[config.mk]
export PLATFORM = sky130hd
export DESIGN_NAME = sipo_pack
export DESIGN_NICKNAME = d
export VERILOG_FILES = /design/src/rtl/sipo_pkg.sv /design/src/rtl/sipo_beat_ctr.sv /design/src/rtl/sipo_pack.sv
export SDC_FILE = /design/constraint.sdc
export NUM_CORES = 1
export LEC_CHECK = 0
export BUFFER_PORTS_ARGS = -buffer_cell sky130_fd_sc_hd__buf_2
export CAP_MARGIN = 15
export CORE_AREA = 2 2 302 304
export CTS_BUF_LIST = sky130_fd_sc_hd__clkbuf_8
export DETAILED_ROUTE_END_ITERATION = 12
export DIE_AREA = 0 0 304 306
export PLACE_DENSITY_LB_ADDON = 0.15
export SLEW_MARGIN = 20
export SYNTH_ARGS = -nofsm -noshare
export SYNTH_HDL_FRONTEND = slang
export SYNTH_SLANG_ARGS = --single-unit
[constraint.sdc]
create_clock -name clk -period 1.48 [get_ports clk]
set_input_delay 0.222 -clock clk [delete_from_list [all_inputs] [get_ports clk]]
set_output_delay 0.222 -clock clk [all_outputs]
set_load 0.02 [all_outputs]
[src/rtl/sipo_pkg.sv]
// ============================================================================
// Module      : sipo_pkg
// Description : Shared constants, state type and width helpers for sipo_pack.
// Revision    : 1.0 - initial release
// ============================================================================
`default_nettype none

package sipo_pkg;

   localparam int DROP_CNT_W = 16;

   typedef enum logic [0:0] {
      ACC  = 1'b0,
      PEND = 1'b1
   } sipo_state_t;

   function automatic int calc_ratio(input int out_w, input int in_w);
      return out_w / in_w;
   endfunction

   function automatic int calc_cnt_w(input int out_w, input int in_w);
      return $clog2(out_w / in_w);
   endfunction

endpackage

`default_nettype wire

[src/rtl/sipo_beat_ctr.sv]
// ============================================================================
// Module      : sipo_beat_ctr
// Description : Beat position counter with wrap, sync realignment and
//               completion flag for the serial-to-parallel packer.
// Revision    : 1.0 - initial release
// ============================================================================
`default_nettype none

module sipo_beat_ctr #(
   parameter int RATIO = 2,
   parameter int CNT_W = 1
) (
   input  logic             clk,
   input  logic             rst_n,
   input  logic             i_ce,
   input  logic             i_valid,
   input  logic             i_sync,
   output logic [CNT_W-1:0] o_beat_idx,
   output logic             o_complete
);

   localparam logic [CNT_W-1:0] c_LAST = CNT_W'(RATIO - 1);

   logic [CNT_W-1:0] r_cnt;
   logic             w_accept;

   // A sync beat is always treated as slice 0, whatever the counter holds.
   assign w_accept   = i_ce & i_valid;
   assign o_beat_idx = i_sync ? '0 : r_cnt;
   assign o_complete = w_accept & (o_beat_idx == c_LAST);

   always_ff @(posedge clk or negedge rst_n) begin
      if (!rst_n) begin
         r_cnt <= '0;
      end else if (w_accept) begin
         r_cnt <= (o_beat_idx == c_LAST) ? '0 : o_beat_idx + 1'b1;
      end else if (i_ce && i_sync) begin
         r_cnt <= '0;
      end
   end

endmodule

`default_nettype wire

[src/rtl/sipo_pack.sv]
// ============================================================================
// Module      : sipo_pack
// Description : Packs RATIO serial beats (first beat in the MSB slice) into
//               one parallel word and hands it to a downstream FIFO.
//               Optional macro SIPO_DROP_CNT_EN adds a saturating drop_count.
// Revision    : 1.0 - initial release
// ============================================================================
`default_nettype none

module sipo_pack
   import sipo_pkg::*;
#(
   parameter int INPUT_SIZE  = 256,
   parameter int OUTPUT_SIZE = 512
) (
   input  logic                   clk,
   input  logic                   rst_n,
   input  logic                   ce,
   input  logic [INPUT_SIZE-1:0]  i_serial,
   input  logic                   i_valid,
   input  logic                   i_sync,
   input  logic                   fifo_full,
   output logic [OUTPUT_SIZE-1:0] o_parallel,
   output logic                   fifo_we,
   output logic                   overflow
`ifdef SIPO_DROP_CNT_EN
   ,
   output logic [DROP_CNT_W-1:0]  drop_count
`endif
);

   localparam int c_RATIO  = calc_ratio(OUTPUT_SIZE, INPUT_SIZE);
   localparam int c_CNT_W  = calc_cnt_w(OUTPUT_SIZE, INPUT_SIZE);
   localparam int c_SHAD_W = OUTPUT_SIZE - INPUT_SIZE;

   // The final beat goes straight into the word, so only upper slices are stored.
   logic [c_SHAD_W-1:0] r_shadow;
   sipo_state_t         r_state;
   logic [c_CNT_W-1:0]  w_beat_idx;
   logic                w_complete;
   logic                w_accept;
   logic                w_pending;
   logic                w_drop;

   sipo_beat_ctr #(
      .RATIO (c_RATIO),
      .CNT_W (c_CNT_W)
   ) u_beat_ctr (
      .clk        (clk),
      .rst_n      (rst_n),
      .i_ce       (ce),
      .i_valid    (i_valid),
      .i_sync     (i_sync),
      .o_beat_idx (w_beat_idx),
      .o_complete (w_complete)
   );

   assign w_accept  = ce & i_valid;
   assign w_pending = (r_state == PEND);
   assign fifo_we   = w_pending & ~fifo_full & ce;
   assign w_drop    = w_complete & w_pending & ~fifo_we;

   always_ff @(posedge clk or negedge rst_n) begin
      if (!rst_n) begin
         r_shadow <= '0;
      end else if (w_accept) begin
         for (int i = 0; i < c_RATIO - 1; i++) begin
            if (w_beat_idx == c_CNT_W'(c_RATIO - 2 - i)) begin
               r_shadow[i*INPUT_SIZE +: INPUT_SIZE] <= i_serial;
            end
         end
      end
   end

   // A completion coinciding with the write edge reloads and stays pending.
   always_ff @(posedge clk or negedge rst_n) begin
      if (!rst_n) begin
         r_state    <= ACC;
         o_parallel <= '0;
         overflow   <= 1'b0;
      end else if (w_complete) begin
         if (!w_pending || fifo_we) begin
            o_parallel <= {r_shadow, i_serial};
            r_state    <= PEND;
         end else begin
            overflow   <= 1'b1;
         end
      end else if (fifo_we) begin
         r_state <= ACC;
      end
   end

`ifdef SIPO_DROP_CNT_EN
   always_ff @(posedge clk or negedge rst_n) begin
      if (!rst_n) begin
         drop_count <= '0;
      end else if (w_drop && (drop_count != {DROP_CNT_W{1'b1}})) begin
         drop_count <= drop_count + 1'b1;
      end
   end
`else
   logic w_drop_unused;
   assign w_drop_unused = w_drop;
`endif

endmodule

`default_nettype wire
Word level (Yosys, flattened, before mapping). Index checks and enable logic that the tools add are counted.

Register bits: 771. Input bits: 262. Output and inout bits: 514. Word-level logic and storage cells: 30.

$add $sub $neg: 1. Equality and inequality tests: 1. Multiplexer cells: 7. Bitwise operators: 7. Reductions and logical operators: 9.

Operators with widths (number): 2-bit AND reduction (4); 1-bit 2-to-1 mux (7); 1-bit AND (4); 2-bit nonzero test (2); 1-bit inverter (3); 2-bit inequality test (second input constant) (1); 1-bit adder (second input constant) (1); 1-bit logical AND (1); 1-bit zero test (1); 1-bit logical OR (1).

Longest topological paths before layout.
Word-level depth: 6. Mapped depth: 5. Gate-level depth less buffers: 3.

Modules after synthesis. From an unflattened synthesis, not the netlist that was laid out.

Cell total of the unflattened synthesis: 1636. Area, all modules: 28576.2 um2.

Modules (own cells, without submodules): sipo_pack (times used 1, cells each 1630, area each 28514.8 um2, sequential area each 19268.5 um2); sipo_beat_ctr (times used 1, cells each 6, area each 61.3 um2, sequential area each 25.0 um2).

Worst setup path before layout. No wires, ideal clock.

Path type: register to register. From: reg u_beat_ctr.r_cnt. To: reg o_parallel[431]. Setup time: 0.125 ns. Arrival: 1.377 ns. Required time: 1.355 ns. Setup slack: -0.022 ns. Cell stages (with the launch flop): 6. Path buffers: 2. Clock period less this slack: 1.502 ns. Cell sequence: dfrtp_1 -> and4b_1 -> nand2_4 -> buf_6 -> buf_6 -> mux2_4.

Word-level cells in the longest chain between the ends: 3.

RTL lines: start: declaration (line sipo_beat_ctr.sv:24) `logic [CNT_W-1:0] r_cnt;`; start signal: assignment (line sipo_beat_ctr.sv:36) `r_cnt <= (o_beat_idx == c_LAST) ? '0 : o_beat_idx + 1'b1;`; 1-bit 2-to-1 mux (line sipo_beat_ctr.sv:29) `assign o_beat_idx = i_sync ? '0 : r_cnt;`; 1-bit AND (line sipo_beat_ctr.sv:30) `assign o_complete = w_accept & (o_beat_idx == c_LAST);`; 2-bit AND reduction (no line); end signal: assignment (line sipo_pack.sv:83) `o_parallel <= {r_shadow, i_serial};`; end: declaration (line sipo_pack.sv:23) `output logic [OUTPUT_SIZE-1:0] o_parallel,`.

Every way passes these cells. A chain may end at the register's enable or synchronous reset.

Final worst setup path.
From: reg u_beat_ctr.r_cnt. To: reg o_parallel[311].

The elaborated chain is that of the path after synthesis.

==> results.py <==
metrics = {
    "timing": {
        "final-setup-viol-count": 1282,
        "rsz0062_at_grt": "yes",
        "hold_viol": 0,
        "layout_setup_ws_ps": -386,
        "setup_tns_ps": -226710,
        "fmax_mhz": 536,
        "post-route-period-util_pct": 126,
        "max_slew_margin_pct": 54.5,
        "clock_skew_ps": 48.9,
        "drv_slew": 0,
        "tightest_slew_ps": 682,
        "layout_min_cycle_time_ps": 1870,
    },
    "run_status": {
        "status": "finished with violations",
        "violations": "negative setup slack",
    },
    "floorplan": {
        "core_mm2": 0.0896,
        "die_y_um": 306,
        "num_io_pins": 776,
        "initial_core_util_pct": 34.1,
        "die-area_mm2": 0.0930,
        "rows": 110,
        "die_w_um": 304,
    },
    "cells_and_area": {
        "final_core_util_pct": 57.7,
        "area_delta_synth_final_pct": 69.1,
        "mostFrequentLayoutCells": "771 x dfrtp_1, 749 x mux2_4, 531 x buf_6",
        "fin_cells": 4566,
        "layout.nets": 3550,
        "layout_commonest_cell": "dfrtp_1",
        "drive_gt1_share_pct": 67.8,
    },
    "clock_tree": {
        "clock_latency_ps": 820,
        "cts.sinks": 771,
        "cts_hold_buf": 263,
        "numCtsBuffers": 138,
        "root_buffer": "clkbuf_8",
        "cts_tree": "yes",
        "clkSlewWorstSetupHoldPaths_ps": 60,
        "htreeDepth": 4,
        "cts.path.max_buffers": 3,
    },
    "yosys": {
        "synthCells": 1636,
        "netlist.area_leader.share_pct": 63.1,
        "yosys_warnings": 0,
        "syn-num-nets": 1898,
        "synthSimpleGateAreaFrac_pct": 0.119,
        "synth-adder-area-share_pct": 0,
        "yosys-top-cells-area": "dfrtp_1 63%, mux2_4 24%, mux2_2 11%",
        "syn-cell-area_mm2": 0.0306,
        "synth_top_family_by_area": "multiplexers",
        "syn_area_per_cell_um2": 18.7,
        "yosys_register_bits": 771,
        "synth_top_cell_by_area": "dfrtp_1",
        "synth_cell_types": 16,
        "ys_seq_area_share_pct": 63.1,
        "synth_compound_area_share_pct": 0.123,
        "yosys.area_share.xor_xnor_pct": 0,
        "synth.area.mux_share_pct": 34.2,
    },
    "placed_design": {
        "port_buffers": 775,
        "dp_cells": 3625,
        "globalplace.congestion": 0.780,
        "dpl.hpwl_mm": 60.4,
    },
    "route": {
        "drt-pass1-iter-count": 4,
        "drtIter0Drc": 895,
        "ant_nets": 0,
        "via_per_inst": 4.51,
        "vias": 20600,
        "drcViolationCount": 0,
        "wl_per_cell_um": 21.9,
        "drt-total-wl_mm": 100,
    },
    "power": {
        "p_switching_mw": 32.6,
        "power_density_mw_per_mm2": 1910,
        "peakVddDrop_uv": 1290,
        "p_int_mw": 66.2,
        "combPwrFrac_pct": 45.2,
        "p_seq_share_pct": 35.1,
        "power_frac_clock_pct": 19.7,
        "leakage_nw": 26.7,
        "p_sw_share_pct": 33.0,
    },
    "min_path": {
        "hold_end": "r_state",
        "hp-start": "ce",
        "min_path_cells": 6,
        "hp-class": "primary input to flop",
    },
    "critical_path": {
        "worst-endpoint-required_ps": 2150,
        "start_kind": "flop",
        "r2r_start": "u_beat_ctr.r_cnt",
        "reg2reg_depth": 7,
        "r2r_slack_ps": -390,
        "worstPathArrival_ps": 2540,
        "end_kind": "flop",
        "r2r-end": "o_parallel[311]",
        "path_max_fanout": 7,
        "path_class": "flop to flop",
    },
    "global_routing": {
        "grt_pass1_wl_mm": 137,
        "grt_max_degree": 114,
        "grt-ovfl-total": 0,
        "antenna_found_initial": 6,
        "grt_pass1_vias": 21600,
        "track_usage_pct": 19.4,
    },
    "run": {
        "maxCapViolCount": 0,
    },
}
[layout make-up]
class / instances / area [um^2]
repair buffers: 1596 / 16700
multi-input cells: 779 / 11600
well taps: 1176 / 1470
clock inverters: 70 / 370
inverters: 2 / 7.51
fillers: 6812 / 37900
flip-flops and latches: 771 / 19300
diodes: 6 / 15.0
clock buffers: 166 / 2280
[metrics by stage]
stage	hold WS, ps	setup WS, ps	cell area, um^2	power (mW)
after floorplan	-73.6	-14.2	30600	50.8
after global placement	67.8	-284	36600	62.0
after detailed placement	69.6	-302	36600	62.5
after CTS	-11.1	-459	44400	84.1
after global routing	8.88	-436	51700	103
final	39.4	-386	51700	98.8
[flip-flops by register name (all words and copies together) (netlist names)]
| register | flops |
|---|---|
| overflow | 1 |
| o_parallel | 512 |
| r_state | 1 |
| r_shadow | 256 |
| u_beat_ctr.r_cnt | 1 |
[power by group through the flow]
| stage | Sequential [mW] | Clock, mW | Combinational, mW |
|---|---|---|---|
| 3_3_place_gp | 33.1 | 0 | 28.9 |
| 6_report | 34.7 | 19.5 | 44.7 |
| 3_5_place_dp | 33.3 | 0 | 29.2 |
| 2_1_floorplan | 40.3 | 0 | 10.5 |
| 4_1_cts | 33.2 | 20.1 | 30.9 |
| 5_1_grt | 35.4 | 21.2 | 46.4 |
[layer usage]
layer  vias up  track usage, %  routed length (um)
li1       9119               -                   -
met1     10600            23.1               39900
met2       669            32.4               50100
met3       180            6.02                6200
met4         0            8.08                3760
met5         -               0                   0
[worst max-delay path by stage]
stage / from / end / slack [ps]
after floorplan: u_beat_ctr.r_cnt / o_parallel[100] / -10
after global placement: i_sync / o_parallel[414] / -280
after detailed placement: u_beat_ctr.r_cnt / o_parallel[2] / -300
after CTS: u_beat_ctr.r_cnt / o_parallel[132] / -460
after global routing: r_state / fifo_we / -440
final: u_beat_ctr.r_cnt / o_parallel[311] / -390
[worst max-delay path: stages, from the launching register on]
cell     delay (ps)
dfrtp_1         360
and4b_2         320
nand2_8         110
buf_12          170
buf_12          140
buf_16          160
buf_12          150
mux2_4          300
[cell usage after synthesis]
master	number
a31o_2	1
inv_1	2
a21oi_2	1
buf_6	49
and4b_1	1
nand2_4	1
mux2_4	480
dfrtp_1	771
buf_8	4
o21bai_1	1
nor2_1	1
o21ai_0	1
buf_2	31
a21o_1	1
nand2_1	3
mux2_2	288
[kinds of logic after synthesis]
logic type	after synthesis
mux	768
buf+inv	86
simple gates	6
compound gates	5
flops	771
[timing repair]
item / CTS / global route
gates resized for setup: 194 / 1563
setup buffers: 51 / 341
pin swaps: 4 / 4
setup endpoints to repair: 1278 / 1283
endpoints found under the hold margin: 1286 / 1
gates cloned: 48 / 25
(Power assumes the default switching activity.)
